`src/rtl/cacheline_adapter_pkg.sv`:
```
// Shared types and sizing for the cache-line to pmem burst adapter.
// Line geometry is fixed here so the FSM and any user agree on beat slicing.
package cacheline_adapter_pkg;

  localparam int s_offset  = 5;
  localparam int s_line    = 8 * (2 ** s_offset);
  localparam int s_beat    = 64;
  localparam int num_beats = s_line / s_beat;
  localparam int cnt_w     = $clog2(num_beats);

  // Clears the byte-offset bits so every burst starts on a line boundary.
  localparam logic [31:0] line_mask = ~((32'd1 << s_offset) - 32'd1);

  typedef enum logic [1:0] {
    s_idle,
    s_read,
    s_write,
    s_done
  } adapter_state_t;

endpackage

```
`src/rtl/cacheline_burst_adapter.sv`:
```
// Converts one whole-line cache request into a fixed burst of narrow pmem beats.
// Reads assemble the line LSB-beat first; writes stream a latched copy of the dirty line.
module cacheline_burst_adapter
  import cacheline_adapter_pkg::*;
(
  input  logic              clk,
  input  logic              rst,
  input  logic [31:0]       ca_addr,
  input  logic              ca_read,
  input  logic              ca_write,
  input  logic [s_line-1:0] ca_wdata,
  output logic [s_line-1:0] ca_rdata,
  output logic              ca_resp,
  output logic [31:0]       pmem_addr,
  output logic              pmem_read,
  output logic              pmem_write,
  output logic [s_beat-1:0] pmem_wdata,
  input  logic [s_beat-1:0] pmem_rdata,
  input  logic              pmem_resp
);

  localparam logic [cnt_w-1:0] last_beat = cnt_w'(num_beats - 1);

  adapter_state_t    state_q, state_d;
  logic [cnt_w-1:0]  count_q, count_d;
  logic [s_line-1:0] buffer_q, buffer_d;
  logic [31:0]       addr_q, addr_d;

  always_comb begin
    // NOTE: every next-state signal gets a hold default first, so no path leaves it unassigned and no latch is inferred.
    state_d  = state_q;
    count_d  = count_q;
    buffer_d = buffer_q;
    addr_d   = addr_q;

    unique case (state_q)
      s_idle: begin
        if (ca_write) begin
          buffer_d = ca_wdata;
          addr_d   = ca_addr & line_mask;
          count_d  = '0;
          state_d  = s_write;
        end else if (ca_read) begin
          addr_d   = ca_addr & line_mask;
          count_d  = '0;
          state_d  = s_read;
        end
      end
      s_read: begin
        if (pmem_resp) begin
          buffer_d[int'(count_q) * s_beat +: s_beat] = pmem_rdata;
          // Wraps to zero on the last beat because num_beats is a power of two.
          count_d = count_q + cnt_w'(1);
          if (count_q == last_beat) state_d = s_done;
        end
      end
      s_write: begin
        if (pmem_resp) begin
          count_d = count_q + cnt_w'(1);
          if (count_q == last_beat) state_d = s_done;
        end
      end
      s_done:  state_d = s_idle;
      default: state_d = s_idle;
    endcase
  end

  // NOTE: the line buffer is an ordinary register, not a RAM, so it is cleared by reset like the rest of the state.
  always_ff @(posedge clk or negedge rst) begin
    if (!rst) begin
      state_q  <= s_idle;
      count_q  <= '0;
      buffer_q <= '0;
      addr_q   <= '0;
    end else begin
      // NOTE: non-blocking assignments keep every flop sampling pre-edge values regardless of statement order.
      state_q  <= state_d;
      count_q  <= count_d;
      buffer_q <= buffer_d;
      addr_q   <= addr_d;
    end
  end

  // Outputs decode registered state only, so reset drops the bus requests asynchronously.
  assign pmem_read  = (state_q == s_read);
  assign pmem_write = (state_q == s_write);
  assign ca_resp    = (state_q == s_done);
  assign pmem_addr  = (pmem_read || pmem_write) ? addr_q : 32'h0;
  assign ca_rdata   = buffer_q;
  assign pmem_wdata = buffer_q[int'(count_q) * s_beat +: s_beat];

endmodule
```
`config.mk`:
```
export PLATFORM = sky130hd
export DESIGN_NAME = cacheline_burst_adapter
export DESIGN_NICKNAME = d
export VERILOG_FILES = /design/src/rtl/cacheline_adapter_pkg.sv /design/src/rtl/cacheline_burst_adapter.sv
export SDC_FILE = /design/constraint.sdc
export NUM_CORES = 1
export LEC_CHECK = 0
export ABC_AREA = 1
export CAP_MARGIN = 0
export CORE_AREA = 8 8 271 273
export CTS_CLUSTER_SIZE = 40
export DETAILED_ROUTE_END_ITERATION = 8
export DIE_AREA = 0 0 279 281
export SLEW_MARGIN = 20
export SYNTH_ARGS = -nofsm -noshare
export SYNTH_HDL_FRONTEND = slang
export SYNTH_SLANG_ARGS = --single-unit
```
`constraint.sdc`:
```
create_clock -name clk -period 6.95 [get_ports clk]
set_input_delay 2.085 -clock clk [delete_from_list [all_inputs] [get_ports clk]]
set_output_delay 2.085 -clock clk [all_outputs]
set_load 0.02 [all_outputs]
```
# [After elaboration in Yosys (flattened, before gate mapping)]
# Cells that the tools add are included.
[word_totals] reg_bits=292 inputBits=357 word_cells=44
[op_classes] addsub=2 eq_ne=9 shifts=3 muxes=16 n_reduce_logical=10
[op_table] op="$mux W256" count=2
[op_table] op="$pmux W256 S2" count=1
[op_table] op="$bwmux W256" count=1
[op_table] op="$shift A64 B33 Y256 const A" count=1
[op_table] op="$shiftx A256 B9 Y64" count=1
[op_table] op="$shiftx A64 B33 Y256" count=1
[op_table] op="$mux W32" count=3
[op_table] op="$neg A8 Y33" count=1
[op_table] op="$mux W2" count=7
[op_table] op="$reduce_and A3 Y1" count=3
[op_table] op="$eq A2 B2 Y1 const B" count=3
[op_table] op="$ne A2 B1 Y1 const B" count=3
[op_table] op="$pmux W2 S3" count=1
[op_table] op="$reduce_bool A2 Y1" count=3
[op_table] op="$pmux W2 S2" count=1
[op_table] op="$ne A3 B3 Y1 const B" count=1
[op_table] op="$add A2 B1 Y2 const B" count=1
[op_table] op="$eq A2 B1 Y1 const B" count=1
[op_table] op="$logic_not A2 Y1" count=1
[op_table] op="$ne A2 B2 Y1 const B" count=1
[op_table] op="$reduce_and A2 Y1" count=1
[op_table] op="$reduce_or A2 Y1" count=1
[op_table] op="$logic_or A1 B1 Y1" count=1

# [Depth between registers and ports, before layout]
# Gate-level depths: netlist of run 1.
[logic_depth] depth_word=5 mapped_depth=14 ltp_nobuf=9

# [Worst setup path before layout of run 1]
# OpenSTA, ideal clock, no wires.
[synth_path] path_type="register to output" from="register state_q[0]" to="output port pmem_addr[21]" arrival_time_ns=1.540 required_time_ns=4.865 path_slack_ns=3.325 path_stages_with_launch=7 n_path_buf=2 path_cell_list="dfrtp_1 inv_1 ha_1 clkbuf_1 clkbuf_1 nand2_1 inv_1"
[synth_between] elab_chain_len=3
[synth_rtl] item="start, declared" line="cacheline_burst_adapter.sv:24" text="adapter_state_t state_q, state_d;"
[synth_rtl] item="start signal, assigned" line="cacheline_burst_adapter.sv:71" text="state_q <= s_idle;"
[synth_rtl] item="start signal, assigned" line="cacheline_burst_adapter.sv:77" text="state_q <= state_d;"
[synth_rtl] item="$eq A2 B1 Y1 / $eq A2 B2 Y1 (equally long branches)" line="cacheline_burst_adapter.sv:85, cacheline_burst_adapter.sv:86"
[synth_rtl] item="$logic_or A1 B1 Y1 (*)" line="cacheline_burst_adapter.sv:88" text="assign pmem_addr = (pmem_read || pmem_write) ? addr_q : 32'h0;"
[synth_rtl] item="$mux W32 (*)" line="cacheline_burst_adapter.sv:88"
[synth_rtl] item="end, declared" line="cacheline_burst_adapter.sv:14" text="output logic [31:0] pmem_addr,"
# Mark *: on every way between the ends. The rest lies on a longest branch, timed or not.

# [Worst setup path in the final report of run 1]
[layout_path] from="register count_q[1]" to="output port pmem_wdata[7]"
[layout_between] elab_chain_len=1
[layout_rtl] item="start, declared" line="cacheline_burst_adapter.sv:25" text="logic [cnt_w-1:0] count_q, count_d;"
[layout_rtl] item="start signal, assigned" line="cacheline_burst_adapter.sv:78" text="count_q <= count_d;"
[layout_rtl] item="$shiftx A256 B9 Y64" line="cacheline_burst_adapter.sv:90" text="assign pmem_wdata = buffer_q[int'(count_q) * s_beat +: s_beat];"
[layout_rtl] item="end, declared" line="cacheline_burst_adapter.sv:17" text="output logic [s_beat-1:0] pmem_wdata,"
# Every way passes these cells.

==> results of run 1 <==
## cell usage in the layout (no fill, tap or decap), types with 2 or more instances in the layout
cell type	count
a21oi_1	2
buf_12	4
buf_4	33
bufinv_16	5
clkbuf_1	9
clkbuf_16	41
clkbuf_8	10
clkdlybuf4s50_1	700
clkinv_2	2
conb_1	5
dfrtp_1	285
dfrtp_4	2
diode_2	21
ha_1	6
ha_2	2
ha_4	2
inv_1	91
inv_2	3
nand2_1	1508
nand2_2	3
nand3_1	65
nand3_2	2
nand3b_1	132
nor2_1	195
nor2_4	7
nor2_8	4
o21ai_0	222
o22ai_1	64
## power groups by stage
stage          sequential (W)  combinational (W)  clock (W)
2_1_floorplan         0.00352            0.00429          0
3_3_place_gp          0.00309            0.00900          0
3_5_place_dp          0.00308            0.00905          0
4_1_cts               0.00307            0.00907    0.00222
5_1_grt               0.00315            0.00970    0.00229
6_report              0.00308            0.00900    0.00218
## registers in the layout, indices dropped and copies added, names as in the netlist
signal / cells
count_q: 2
ca_rdata: 256
state_q: 2
addr_q: 27
## per-stage QoR
| stage | utilization, % | std cells |
|---|---|---|
| CTS | 39.1 | 4352 |
| floorplan | - | 2820 |
| detailed placement | 37.1 | 4286 |
| global route | 39.2 | 4372 |
| global placement | 37.1 | 4286 |
| finish | 39.2 | 4373 |
## cells by family after synthesis
| logic type | count (synthesis) | share of synthesized area [%] |
|---|---|---|
| and+or+nand+nor | 1919 | 43.6 |
| buffers and inverters | 309 | 7.67 |
| AOI/OAI and AO/OA | 290 | 8.43 |
| DFF | 287 | 39.5 |
| adders and majority gates | 10 | 0.689 |
| other | 1 | 0.0206 |
## path summary, 6_finish.rpt
check,end,slack [ps],cells past startpoint
worst max-delay path,pmem_wdata[7],1310,5
worst min-delay path,addr_q[21],480,2
worst max register to register,ca_rdata[148],2160,10
worst min register to register,addr_q[21],480,2
max in group asynchronous,ca_rdata[162],4350,2
min in group asynchronous,addr_q[17],1390,1
## cell type report
type,count,area (um^2)
fill,7357,42200
multi-input combinational,2224,9650
timing repair buffer,738,7350
sequential,287,7190
clock buffer,60,1200
tap,940,1180
inverter,97,375
clock inverter,6,155
antenna,21,52.6
## critical path, stage by stage (launching register included)
cell and delay, ps:
dfrtp_4 690, clkinv_2 840, buf_4 570, o21ai_0 210, o22ai_1 120, clkdlybuf4s50_1 560
## routing by layer
| layer | vias to the layer above | global-route usage [%] |
|---|---|---|
| li1 | 9934 | - |
| met1 | 10100 | 31.1 |
| met2 | 1019 | 42.1 |
| met3 | 186 | 5.57 |
| met4 | 14 | 8.96 |
| met5 | - | 0 |
==> metrics.yaml, run 1 <==
clocking:
  postCtsSetupRepairBufs: 0
  cts_buffers: 38
  cts.path.max_buffers: 3
  clkLatencyLatePin_ps: 550
  clk_pin_slew_ps: 60
  cts_root_buf: "clkbuf_16"
  cts_tree: "yes"
  clock-sinks: 287
  cts_max_level: 2
  cts_hold_repair.buffers: 0
  cts_resized: 0
sta:
  final_hold_viol_count: 0
  min_period_over_period_pct: 81.2
  rsz0062_at_grt: "false"
  setup_viol: 0
  max_slew_margin_pct: 25.5
  slew_viol_final: 0
  hold_ws_ps: 485
  fin_skew_ps: 13.0
  worst_pin_slew_ps: 1120
  fmax_ghz: 0.177
  finalCriticalPeriod_ps: 5640
  setup_ws_ps: 1310
  tns_ps: 0
yosys:
  synth_async_sr_flop_share_pct: 100
  synth_top_cell_by_area: "dfrtp_1"
  netlist_instances: 2816
  synthTopCellsByCount: "1509 x nand2_1, 287 x dfrtp_1, 222 x o21ai_0"
  ys_types: 26
  synth_top_area_share_pct: 39.5
  syn-cell-area_um2: 18200
  yosysWarnings: 0
  synth_area_leaders: "dfrtp_1 40%, nand2_1 31%, o21ai_0 6.1%"
  synth_edf_count: 0
  synth-seq-area-share_pct: 39.5
  synth-seq-cells: 287
  yosysMostFrequentCell: "nand2_1"
  syn_avg_cell_area_um2: 6.45
  synthFlopType: "dfrtp_1"
critical_path:
  startpoint_type: "register"
  cp.arrival_ps: 3560
  path_class: "register to output port"
  crit_fanout: 40
  startpoint: "count_q[1]"
  rr_startpoint: "count_q[1]"
  critPathCaptureType: "output port"
  required_ps: 4870
pwr:
  peakVddDrop_mv: 0.282
  power_frac_seq_pct: 21.6
  intPower_w: 0.00684
  power_frac_clock_pct: 15.3
  power.density_nw_per_um2: 526
  combPwrFrac_pct: 63.1
  p_sw_w: 0.00743
  p_total_w: 0.0143
  p_leak_nw: 13.2
  swShare_pct: 52.1
drt:
  route.detailed.drc: 0
  wl_per_cell_um: 23.5
  dr_wl_met2_um: 49500
  routed-via-count: 21200
  dr_wl_met3_um: 8410
  antenna_left: 0
  wl_met1_um: 41600
  vias_per_cell: 4.85
  drt_first_iter_violations: 1852
  dr.pass1.iters: 5
  top_layer: "met5"
  drt-total-wl_um: 103000
flow_run:
  cap_violations: 0
final_layout:
  layout.nets: 3753
  syn_to_final_growth_pct: 49.5
  drive_gt1_share_pct: 3.72
  finalInstanceArea_um2: 27100
die:
  io_pins: 712
  fp.coreArea_um2: 69300
  die_y_um: 281
  initial_utilization_pct: 26.2
  fp-row-count: 97
  die_x_um: 279
  dieArea_um2: 78400
worst_hold_path:
  hold_path.class: "register to register"
  min_from: "addr_q[21]"
place:
  port_buffers: 701
  dp_slack_ps: 1880
  place.gp.congestion: 0.857
  dpl.hpwl_um: 68400
  placed_cell_area_um2: 25700
global_routing:
  grt-ovfl-total: 0
  grt_pass1_wl_um: 146000
  antenna_found_initial: 28
  grt_max_degree: 169
  grt_pass1_vias: 20500
  grt_use_total_pct: 24.9
run_status:
  status: "completed"
Power figures use the tool's default switching activity.
==> run 2: changes to the inputs <==
--- a/config.mk
+++ b/config.mk
@@ -7,10 +7,10 @@
 export LEC_CHECK = 0
 export ABC_AREA = 1
 export CAP_MARGIN = 0
-export CORE_AREA = 8 8 271 273
+export CORE_AREA = 8 8 272 274
 export CTS_CLUSTER_SIZE = 40
 export DETAILED_ROUTE_END_ITERATION = 8
-export DIE_AREA = 0 0 279 281
+export DIE_AREA = 0 0 280 282
 export SLEW_MARGIN = 20
 export SYNTH_ARGS = -nofsm -noshare
 export SYNTH_HDL_FRONTEND = slang
==> constraint.sdc (replaced) <==
create_clock -name clk -period 5.8 [get_ports clk]
set_input_delay 1.74 -clock clk [delete_from_list [all_inputs] [get_ports clk]]
set_output_delay 1.74 -clock clk [all_outputs]
set_load 0.02 [all_outputs]
==> run 2 against run 1 <==
Power grew 19%. Design area about the same. Critical path depth stayed put.
==> metrics.yaml, run 2 (same netlist as run 1, synthesis figures left out) <==
final_layout:
  drive_gt1_share_pct: 3.95  # +0.23 points
  syn_to_final_growth_pct: 49.5  # about the same
  fill_cells: 7412  # +0.75%
  layout_commonest_cell: "nand2_1"
  layout.nets: 3757  # +0.11%
  final_cell_mix: "1508 x nand2_1, 700 x clkdlybuf4s50_1, 285 x dfrtp_1"
  largest_register_ffs: 256  # unchanged
  finalInstanceArea_um2: 27100  # about the same
flow_run:
  cap_violations: 0  # unchanged
sta:
  fmax_ghz: 0.201
  max_slew_margin_pct: 25.3  # -0.15 points
  setup_viol: 0  # unchanged
  fin_skew_ps: 20.5  # +7.55 ps
  worst_pin_slew_ps: 1120  # +2.26 ps
  tns_ps: 0  # unchanged
  finalCriticalPeriod_ps: 4980
  final_hold_viol_count: 0  # unchanged
  min_period_over_period_pct: 85.8
  rsz0062_at_grt: "false"
  slew_viol_final: 0  # unchanged
critical_path:
  ff2ff_setup_slack_ps: 1710  # -450 ps
  path_class: "register to output port"
  rr_startpoint: "count_q[1]"
  reg2regPathDepth: 10  # unchanged
  reg2reg_to: "ca_rdata[153]"
  startpoint_type: "register"
  required_ps: 4060  # -810 ps
  critPathCaptureType: "output port"
  startpoint: "count_q[0]"
  cp.arrival_ps: 3240  # -320 ps
  crit_end: "pmem_wdata[29]"
  crit_fanout: 74  # +85%
global_routing:
  grtUsageMet1_pct: 30.4  # -0.74 points
  use_met2_pct: 41.5  # -0.55 points
  grt_use_met3_pct: 5.74  # +0.17 points
  antenna_found_initial: 18  # -36%
  busiest_layer: "met2"
  grt-ovfl-total: 0  # unchanged
  grt_use_total_pct: 24.5  # -0.46 points
  grt_pass1_vias: 20300  # -0.90%
  grt_max_degree: 100  # -41%
  grt_pass1_wl_um: 144000  # -1.1%
die:
  initial_utilization_pct: 26.1  # -0.091 points
  fp.coreArea_um2: 69500  # +0.35%
  die_x_um: 280  # +0.36%
  io_pins: 712  # unchanged
  die_y_um: 282  # +0.36%
  dieArea_um2: 79000  # +0.72%
  fp-row-count: 97  # unchanged
clocking:
  cts_tree: "yes"
  cts_hold_repair.buffers: 0  # unchanged
  clkLatencyLatePin_ps: 560  # about the same
  postCtsSetupRepairBufs: 0  # unchanged
  cts.path.max_buffers: 3  # unchanged
  clk_pin_slew_ps: 60  # about the same
  cts_resized: 0  # unchanged
  cts_max_level: 2  # unchanged
  clock-sinks: 287  # unchanged
  cts_root_buf: "clkbuf_16"
  cts_buffers: 38  # unchanged
drt:
  drt_first_iter_violations: 1834  # -0.97%
  dr.pass1.iters: 6  # +1
  routed-via-count: 21100  # -0.47%
  antenna_left: 0  # unchanged
  drt-total-wl_um: 102000  # -0.85%
  route.detailed.drc: 0  # unchanged
  vias_per_cell: 4.83  # -0.38%
  wl_per_cell_um: 23.3  # -0.76%
pwr:
  power.density_nw_per_um2: 626  # +19%
  p_leak_nw: 13.2  # +0.14%
  peakVddDrop_mv: 0.362  # +28%
place:
  dpl.hpwl_um: 69100  # +1.1%
  port_buffers: 701  # unchanged
  place.gp.congestion: 0.883  # +3.0%
  placed_cell_area_um2: 25800  # +0.26%
run_status:
  status: "completed"
worst_hold_path:
  hold_path.class: "register to register"
  min_path_cells: 2  # unchanged
==> run 2: changes by cell type in the layout (fill, tap and decap cells not counted), moves of 2 or more <==
| cell | change |
|---|---|
| diode_2 | -11 |
| bufinv_16 | -3 |
| buf_12 | +3 |
| clkbuf_1 | -2 |
| clkinv_2 | +4 |
| clkinvlp_4 | +2 |
==> run 2: per-layer routing <==
layer  part of all wire, %  vias to the layer above
met5                 0.096                        -
met4                   2.9                       16
met3                   8.5                      172
met2                    49                     1008
met1                    40                     9992
li1                      -                     9928
==> run 2: worst min-delay path by stage <==
stage / end / slack, ps / startpoint
finish: addr_q[10] / 490 / addr_q[10]
global route: addr_q[30] / 510 / addr_q[30]
CTS: addr_q[24] / 490 / addr_q[24]
detailed placement: addr_q[24] / 470 / addr_q[24]
global placement: addr_q[15] / 470 / addr_q[15]
floorplan: addr_q[10] / 450 / addr_q[10]
==> run 2: final cells by class <==
type                            count  area (um^2)  area share, %
Multi-Input combinational cell   2224         9650           35.6
Tap cell                          940         1180           4.33
Timing Repair Buffer              742         7420           27.3
Inverter                           97          375           1.38
Sequential cell                   287         7190           26.5
Clock buffer                       59         1200           4.43
Antenna cell                       10         25.0         0.0922
Clock inverter                     10          109          0.401
==> run 2: critical path, stage by stage, from the launching register on <==
cell	delay (ps)
dfrtp_4	710
inv_4	390
buf_12	350
o21ai_0	130
o22ai_1	330
clkdlybuf4s50_1	690
==> run 2: report_power, final <==
part | internal, W | switching, W
logic | 0.00376 | 0.00695
registers | 0.00284 | 0.000929
clock network | 0.00152 | 0.000993
total | 0.00812 | 0.00887
==> run 2: per-stage QoR <==
| step | util [%] | hold WS, ps | cells | total power (W) | worst slack [ps] |
|---|---|---|---|---|---|
| 6_report | 39.0 | 488 | 4369 | 0.0170 | 821 |
| 5_1_grt | 39.0 | 509 | 4367 | 0.0180 | 712 |
| 4_1_cts | 39.0 | 489 | 4359 | 0.0171 | 781 |
| 3_3_place_gp | 37.1 | 466 | 4290 | 0.0145 | 1380 |
| 2_1_floorplan | - | 453 | 2820 | 0.00935 | 2520 |
| 3_5_place_dp | 37.1 | 475 | 4290 | 0.0145 | 1390 |
==> run 3: changes to the inputs <==
--- a/config.mk
+++ b/config.mk
@@ -11,6 +11,7 @@
 export CTS_CLUSTER_SIZE = 40
 export DETAILED_ROUTE_END_ITERATION = 8
 export DIE_AREA = 0 0 280 282
+export HOLD_SLACK_MARGIN = 0.05
 export SLEW_MARGIN = 20
 export SYNTH_ARGS = -nofsm -noshare
 export SYNTH_HDL_FRONTEND = slang
==> results of run 3 <==
Final layout, timing and power as in run 2 (identical DEF).
